===== src/rtl/pipeline_fifo_buffer_levels_pkg.sv =====
// Shared constants and helpers for the pipeline FIFO buffer.
// Holds the occupancy direction codes and a constant-foldable clog2.
package pipeline_fifo_pkg;

   localparam logic [1:0] COUNT_UP   = 2'b10;
   localparam logic [1:0] COUNT_DOWN = 2'b01;

   function automatic int clog2(input int value);
      int result;
      int remaining;
      result = 0;
      for (remaining = value - 1; remaining > 0; remaining = remaining >> 1) begin
         result = result + 1;
      end
      return result;
   endfunction

endpackage


===== src/rtl/RAM_Simple_Dual_Port.sv =====
// Simple dual-port synchronous RAM: one write port, one read port.
// Reads have one cycle of latency and read_data holds between reads.
module RAM_Simple_Dual_Port #(
   parameter int WORD_WIDTH = 8,
   parameter int ADDR_WIDTH = 4,
   parameter int DEPTH      = 16,
   parameter     RAMSTYLE   = "MLAB, no_rw_check"
) (
   input  logic                  clock,
   input  logic                  wren,
   input  logic [ADDR_WIDTH-1:0] write_address,
   input  logic [WORD_WIDTH-1:0] write_data,
   input  logic                  rden,
   input  logic [ADDR_WIDTH-1:0] read_address,
   output logic [WORD_WIDTH-1:0] read_data
);

   (* ramstyle = RAMSTYLE *)
   logic [WORD_WIDTH-1:0] mem_r [DEPTH];

   // Storage write and registered read
   always_ff @(posedge clock) begin
      if (wren) begin
         mem_r[write_address] <= write_data;
      end
      if (rden) begin
         read_data <= mem_r[read_address];
      end
   end

endmodule


===== src/rtl/pipeline_fifo_buffer_levels_pointer_ctrl.sv =====
// Wrapping read/write pointers and the occupancy counter of the FIFO buffer.
// Pointers wrap from DEPTH-1 to 0, so DEPTH need not be a power of two.
module pipeline_fifo_pointer_ctrl
   import pipeline_fifo_pkg::*;
#(
   parameter int DEPTH       = 16,
   parameter int PTR_WIDTH   = 4,
   parameter int COUNT_WIDTH = 5
) (
   input  logic                   clock,
   input  logic                   clear,
   input  logic                   flush,
   input  logic                   insert,
   input  logic                   read_issue,
   input  logic                   remove,
   output logic [PTR_WIDTH-1:0]   write_pointer,
   output logic [PTR_WIDTH-1:0]   read_pointer,
   output logic [COUNT_WIDTH-1:0] count
);

   logic [PTR_WIDTH-1:0]   write_ptr_r;
   logic [PTR_WIDTH-1:0]   read_ptr_r;
   logic [COUNT_WIDTH-1:0] count_r;
   logic [COUNT_WIDTH-1:0] count_next_s;

   function automatic logic [PTR_WIDTH-1:0] wrap_inc(input logic [PTR_WIDTH-1:0] ptr);
      logic [PTR_WIDTH-1:0] result;
      if (ptr == PTR_WIDTH'(DEPTH - 1)) begin
         result = {PTR_WIDTH{1'b0}};
      end else begin
         result = ptr + PTR_WIDTH'(1);
      end
      return result;
   endfunction

   // Occupancy update: a simultaneous insert and remove cancel out
   always_comb begin
      count_next_s = count_r;
      case ({insert, remove})
         COUNT_UP:   count_next_s = count_r + COUNT_WIDTH'(1);
         COUNT_DOWN: count_next_s = count_r - COUNT_WIDTH'(1);
         default:    count_next_s = count_r;
      endcase
   end

   // Pointer and counter registers; flush discards everything
   always_ff @(posedge clock or posedge clear) begin
      if (clear) begin
         write_ptr_r <= {PTR_WIDTH{1'b0}};
         read_ptr_r  <= {PTR_WIDTH{1'b0}};
         count_r     <= {COUNT_WIDTH{1'b0}};
      end else if (flush) begin
         write_ptr_r <= {PTR_WIDTH{1'b0}};
         read_ptr_r  <= {PTR_WIDTH{1'b0}};
         count_r     <= {COUNT_WIDTH{1'b0}};
      end else begin
         if (insert) begin
            write_ptr_r <= wrap_inc(write_ptr_r);
         end
         if (read_issue) begin
            read_ptr_r <= wrap_inc(read_ptr_r);
         end
         count_r <= count_next_s;
      end
   end

   assign write_pointer = write_ptr_r;
   assign read_pointer  = read_ptr_r;
   assign count         = count_r;

endmodule


===== src/rtl/pipeline_fifo_buffer_levels.sv =====
// Ready/valid FIFO buffer with registered output, occupancy count and level flags.
// Optional peak-occupancy tracking is enabled by PIPELINE_FIFO_BUFFER_HIGH_WATER_EN.
module pipeline_fifo_buffer_levels
   import pipeline_fifo_pkg::*;
#(
   parameter int WORD_WIDTH         = 8,
   parameter int DEPTH              = 16,
   parameter int ALMOST_FULL_LEVEL  = DEPTH - 2,
   parameter int ALMOST_EMPTY_LEVEL = 1,
   parameter     RAMSTYLE           = "MLAB, no_rw_check"
) (
   input  logic                          clock,
   input  logic                          clear,
   input  logic                          flush,
   input  logic                          input_valid,
   output logic                          input_ready,
   input  logic [WORD_WIDTH-1:0]         input_data,
   output logic                          output_valid,
   input  logic                          output_ready,
   output logic [WORD_WIDTH-1:0]         output_data,
   output logic [clog2(DEPTH+1)-1:0]     count,
   output logic                          almost_full,
   output logic                          almost_empty,
   output logic [clog2(DEPTH+1)-1:0]     high_water_mark
);

   localparam int PTR_WIDTH   = clog2(DEPTH);
   localparam int COUNT_WIDTH = clog2(DEPTH + 1);

   generate
      if (DEPTH < 2) begin : g_bad_depth
         $error("pipeline_fifo_buffer_levels: DEPTH must be at least 2");
      end
      if (ALMOST_FULL_LEVEL < 1 || ALMOST_FULL_LEVEL > DEPTH) begin : g_bad_full_level
         $error("pipeline_fifo_buffer_levels: ALMOST_FULL_LEVEL out of range");
      end
      if (ALMOST_EMPTY_LEVEL < 0 || ALMOST_EMPTY_LEVEL > DEPTH - 1) begin : g_bad_empty_level
         $error("pipeline_fifo_buffer_levels: ALMOST_EMPTY_LEVEL out of range");
      end
   endgenerate

   logic                   insert_s;
   logic                   remove_s;
   logic                   out_free_s;
   logic                   issue_s;
   logic [COUNT_WIDTH-1:0] count_s;
   logic [COUNT_WIDTH-1:0] unread_s;
   logic [PTR_WIDTH-1:0]   write_ptr_s;
   logic [PTR_WIDTH-1:0]   read_ptr_s;
   logic [WORD_WIDTH-1:0]  ram_q_s;
   logic                   ram_q_valid_r;
   logic                   output_valid_r;
   logic [WORD_WIDTH-1:0]  output_data_r;

   assign input_ready = (count_s != COUNT_WIDTH'(DEPTH)) & ~flush;
   assign insert_s    = input_valid & input_ready;
   assign remove_s    = output_valid_r & output_ready;
   assign out_free_s  = ~output_valid_r | output_ready;

   // Words in RAM not yet read: exclude the output register and the landed read.
   assign unread_s = count_s - COUNT_WIDTH'(output_valid_r) - COUNT_WIDTH'(ram_q_valid_r);
   assign issue_s  = (unread_s != {COUNT_WIDTH{1'b0}}) & (~ram_q_valid_r | out_free_s) & ~flush;

   pipeline_fifo_pointer_ctrl #(
      .DEPTH       (DEPTH),
      .PTR_WIDTH   (PTR_WIDTH),
      .COUNT_WIDTH (COUNT_WIDTH)
   ) u_pointer_ctrl (
      .clock         (clock),
      .clear         (clear),
      .flush         (flush),
      .insert        (insert_s),
      .read_issue    (issue_s),
      .remove        (remove_s),
      .write_pointer (write_ptr_s),
      .read_pointer  (read_ptr_s),
      .count         (count_s)
   );

   RAM_Simple_Dual_Port #(
      .WORD_WIDTH (WORD_WIDTH),
      .ADDR_WIDTH (PTR_WIDTH),
      .DEPTH      (DEPTH),
      .RAMSTYLE   (RAMSTYLE)
   ) u_ram (
      .clock         (clock),
      .wren          (insert_s),
      .write_address (write_ptr_s),
      .write_data    (input_data),
      .rden          (issue_s),
      .read_address  (read_ptr_s),
      .read_data     (ram_q_s)
   );

   // Tracks whether the RAM read register holds a word not yet moved to the output
   always_ff @(posedge clock or posedge clear) begin
      if (clear) begin
         ram_q_valid_r <= 1'b0;
      end else if (flush) begin
         ram_q_valid_r <= 1'b0;
      end else begin
         ram_q_valid_r <= issue_s | (ram_q_valid_r & ~out_free_s);
      end
   end

   // Output register: load a landed read when free, otherwise hold or empty on remove
   always_ff @(posedge clock or posedge clear) begin
      if (clear) begin
         output_valid_r <= 1'b0;
         output_data_r  <= {WORD_WIDTH{1'b0}};
      end else if (flush) begin
         output_valid_r <= 1'b0;
      end else if (ram_q_valid_r & out_free_s) begin
         output_valid_r <= 1'b1;
         output_data_r  <= ram_q_s;
      end else begin
         output_valid_r <= output_valid_r & ~output_ready;
      end
   end

   assign output_valid = output_valid_r;
   assign output_data  = output_data_r;
   assign count        = count_s;
   assign almost_full  = (count_s >= COUNT_WIDTH'(ALMOST_FULL_LEVEL));
   assign almost_empty = (count_s <= COUNT_WIDTH'(ALMOST_EMPTY_LEVEL));

`ifdef PIPELINE_FIFO_BUFFER_HIGH_WATER_EN
   logic [COUNT_WIDTH-1:0] count_next_s;
   logic [COUNT_WIDTH-1:0] high_water_r;

   // Occupancy after this edge, as seen by the peak tracker
   always_comb begin
      count_next_s = count_s + COUNT_WIDTH'(insert_s) - COUNT_WIDTH'(remove_s);
   end

   // Peak occupancy since the last clear or flush
   always_ff @(posedge clock or posedge clear) begin
      if (clear) begin
         high_water_r <= {COUNT_WIDTH{1'b0}};
      end else if (flush) begin
         high_water_r <= {COUNT_WIDTH{1'b0}};
      end else if (count_next_s > high_water_r) begin
         high_water_r <= count_next_s;
      end
   end

   assign high_water_mark = high_water_r;
`else
   assign high_water_mark = {COUNT_WIDTH{1'b0}};
`endif

endmodule


===== config.mk =====
export PLATFORM = sky130hd
export DESIGN_NAME = pipeline_fifo_buffer_levels
export DESIGN_NICKNAME = d
export VERILOG_FILES = /design/src/rtl/pipeline_fifo_buffer_levels_pkg.sv /design/src/rtl/RAM_Simple_Dual_Port.sv /design/src/rtl/pipeline_fifo_buffer_levels_pointer_ctrl.sv /design/src/rtl/pipeline_fifo_buffer_levels.sv
export SDC_FILE = /design/constraint.sdc
export NUM_CORES = 1
export LEC_CHECK = 0
export CORE_MARGIN = 4
export CORE_UTILIZATION = 45
export CTS_CLUSTER_DIAMETER = 80
export DETAILED_ROUTE_END_ITERATION = 10
export PLACE_DENSITY = 0.76
export RECOVER_POWER = 25
export SLEW_MARGIN = 30
export SYNTH_ARGS = -nofsm -noshare
export SYNTH_HDL_FRONTEND = slang
export SYNTH_SLANG_ARGS = --single-unit

===== constraint.sdc =====
create_clock -name clock -period 2.87 [get_ports clock]
set_input_delay 0.4305 -clock clock [delete_from_list [all_inputs] [get_ports clock]]
set_output_delay 0.4305 -clock clock [all_outputs]
set_load 0.02 [all_outputs]

==> results.sh <==
export IMPL_rsz0062_at_grt="no"
export IMPL_ir_worst_vdd_v=0.000574
export IMPL_antennaDiodeCount=0
export IMPL_grt_ovfl_total=0
export IMPL_ys_top_cells_by_area="edfxtp_1 (60%), mux4_1 (9.3%), dfrtp_1 (8.5%)"
export IMPL_async_reset_ff_share_pct=14.5
export IMPL_powerDensity_nw_per_um2=835
export IMPL_die_area_um2=17100
export IMPL_yosys_area_share_simple_pct=5.67
export IMPL_grt_max_degree=37
export IMPL_clock_latency_ns=0.43
export IMPL_status="complete, no violations"
export IMPL_final_cell_mix="edfxtp_1 (136), buf_4 (25), mux4_1 (24), clkdlybuf4s50_1 (22)"
export IMPL_synth_compound_area_share_pct=1.68
export IMPL_core_area_um2=14600
export IMPL_wl_per_cell_um=20.4
export IMPL_synthXorXnorAreaFrac_pct=0.775
export IMPL_initial_core_util_pct=46.3
export IMPL_max_freq_ghz=0.375
export IMPL_setup_viol=0
export IMPL_cpMaxStageDelayCell="fa_1"
export IMPL_clock_tree_root_cell="clkbuf_16"
export IMPL_die_height_um=131
export IMPL_grt_pass1_wl_mm=19.5
export IMPL_cts_hold_buf=0
export IMPL_finalClockSkew_ns=0.0123
export IMPL_first_pass_iters=5
export IMPL_ys_warn_count=0
export IMPL_dpl_hpwl_mm=8.22
export IMPL_clockBufferDepth=2
export IMPL_syn2layout_area_growth_pct=17.1
export IMPL_worst_ep_arrival_time_ns=2.75
export IMPL_layout_commonest_cell="edfxtp_1"
export IMPL_worst_pin_slew_ns=0.895
export IMPL_yosysTopAreaCell="edfxtp_1"
export IMPL_wl_mm=12.4
export IMPL_ant_nets=0
export IMPL_cts_tree="done"
export IMPL_fin_crit_ns=2.67
export IMPL_min_path_cells=1
export IMPL_yosysSeqAreaShare_pct=68.7
export IMPL_dpl_worst_slack_ns=0.0217
export IMPL_synth_edf_count=136
export IMPL_synth_seq_cells=159
export IMPL_portBuffers=29
export IMPL_synth_area_um2=6780
export IMPL_hp_class="flop to flop"
export IMPL_maxSlewViolCount=0
export IMPL_numClockSinks=159
export IMPL_tns_ns=0
export IMPL_htree_levels=4
export IMPL_p_leak_uw=0.00274
export IMPL_reg2regPathDepth=10
export IMPL_ios=35
export IMPL_clk_pin_slew_worst_paths_ns=0.06
export IMPL_synth_ff_type="edfxtp_1"
export IMPL_synth_area_per_cell_um2=18.9
export IMPL_grt_usage_pct=15.7
export IMPL_muxShareOfSynthArea_pct=17.5
export IMPL_fin_nets=439
export IMPL_postLayoutCoreUtil_pct=54.2
export IMPL_vias=3401
export IMPL_place_gp_congestion=0.734
export IMPL_antenna_found_initial=0
export IMPL_critPathKind="flop to flop"
export IMPL_hold_start="u_ram.read_data[0]"
export IMPL_drt_iter0_drc=288
export IMPL_max_cap_violations=0
export IMPL_timing_rr_start="ram_q_valid_r"
export IMPL_grt_pass1_vias=3473
export IMPL_hold_viol_final=0
export IMPL_cp_required_ns=2.95
export IMPL_drive_gt1_share_pct=21.8
export IMPL_relSlewSlack_pct=40.3
export IMPL_viasPerCell=5.58
export IMPL_fin_ws_ns=0.201
export IMPL_post_cts_buffers=0
export IMPL_synth_fa_ha_area_share_pct=2.66
export IMPL_path_cells="inv_1 -> fa_1 -> inv_1 -> ha_1 -> nor2_1 -> ha_1 -> xor2_1 -> nor4b_1 -> a22o_2 -> nor2_2"
export IMPL_ys_types=49
export IMPL_cp_max_fo=8
export IMPL_crit_path_start="ram_q_valid_r"
export IMPL_cts_made_buffers=17
export IMPL_synth_top_cell_area_share_pct=60.2
export IMPL_period_share_pct=93.0
export IMPL_rows=44
export IMPL_synthCells=359
export IMPL_dieWidth_um=131
export IMPL_slowest_delay_ns=0.50
export IMPL_critical_path_endpoint_type="flop"
export IMPL_drc=0
export IMPL_synth_top_family_by_area="multiplexers"
export IMPL_critPathLaunchType="flop"
==> worst paths after layout <==
check	slack, ns	end
max	0.20	u_ram.read_data[2]
min	0.48	output_data[0]
max reg2reg	0.20	u_ram.read_data[2]
min reg2reg	0.48	output_data[0]
max in group asynchronous	1.62	u_pointer_ctrl.count[1]
min in group asynchronous	0.64	output_data[0]
==> per-layer routing <==
metal	track usage [%]	vias up	part of all wire, %
li1	-	1531	-
met1	19.9	1740	43
met2	26.2	112	51
met3	4.39	18	5.4
met4	5.57	0	1.4
met5	0	-	0
==> synthesized netlist by cell type, types with 4 or more instances <==
library cell and count:
mux4_2 16, inv_1 11, mux2i_1 5, mux2_2 12
clkbuf_1 8, nand2b_1 5, buf_2 4, buf_4 5
mux4_1 24, ha_1 12, nor2_1 22, nand2_1 13
a21oi_1 9, nor2b_1 5, dfrtp_1 23, nor3_1 4
xnor2_1 4, edfxtp_1 136
==> critical path, delay by kind of cell (launching register included) <==
family,cells,cell delay [ns]
adder cells (fa/ha/maj),3,0.86
AND/OR/NAND/NOR,3,0.49
flip-flops,1,0.39
AO/OA/AOI/OAI,1,0.28
XOR/XNOR,1,0.16
buffers and inverters,2,0.14
==> flip-flops by register name, indices dropped and copies added (netlist names) <==
| signal | cells |
|---|---|
| ram_q_valid_r | 1 |
| output_data | 8 |
| u_pointer_ctrl.read_pointer | 4 |
| u_pointer_ctrl.count | 5 |
| u_ram.read_data | 8 |
| output_valid | 1 |
| u_ram.mem_r | 128 |
| u_pointer_ctrl.write_pointer | 4 |
==> layout make-up <==
class                   instances  area [um2]
repair buffers                 54         480
inverters                      11        41.3
multi-input cells             170        1950
clock buffers                  17         425
well taps                     184         230
flip-flops and latches        159        4660
clock inverters                15         150
fillers                      1089        6710
==> kinds of logic (layout without fill, tap and decap cells) <==
logic type                 after synthesis  after routing
other                                    1              5
adders and majority gates               14             14
AOI/OAI and AO/OA                       18             18
and+or+nand+nor                         69             69
DFF                                    159            159
buffers and inverters                   34             97
xor gates and xnor gates                 6              6
muxes                                   58             58
==> where the power goes <==
| part | leakage (uW) | internal, uW | switching, uW |
|---|---|---|---|
| clock | 0.000271 | 1220 | 956 |
| combinational | 0.000945 | 838 | 741 |
| sequential | 0.00152 | 2710 | 166 |
| total | 0.00274 | 4760 | 1860 |
==> timing repair <==
item                       in CTS  in global routing
setup endpoints to repair       1                  9
gates cloned                    0                  0
resized for setup               1                  2
==> per-stage QoR <==
| stage | total power (uW) | cell area [um2] | hold WS [ns] | std cells |
|---|---|---|---|---|
| after floorplan | 4010 | 6800 | 0.432 | 363 |
| after global routing | 6920 | 7940 | 0.498 | 610 |
| after global placement | 4420 | 7350 | 0.465 | 578 |
| after CTS | 6690 | 7930 | 0.487 | 610 |
| after detailed placement | 4500 | 7350 | 0.473 | 578 |
| final | 6630 | 7940 | 0.484 | 610 |
Note: power is estimated with default switching activity, not from simulation.
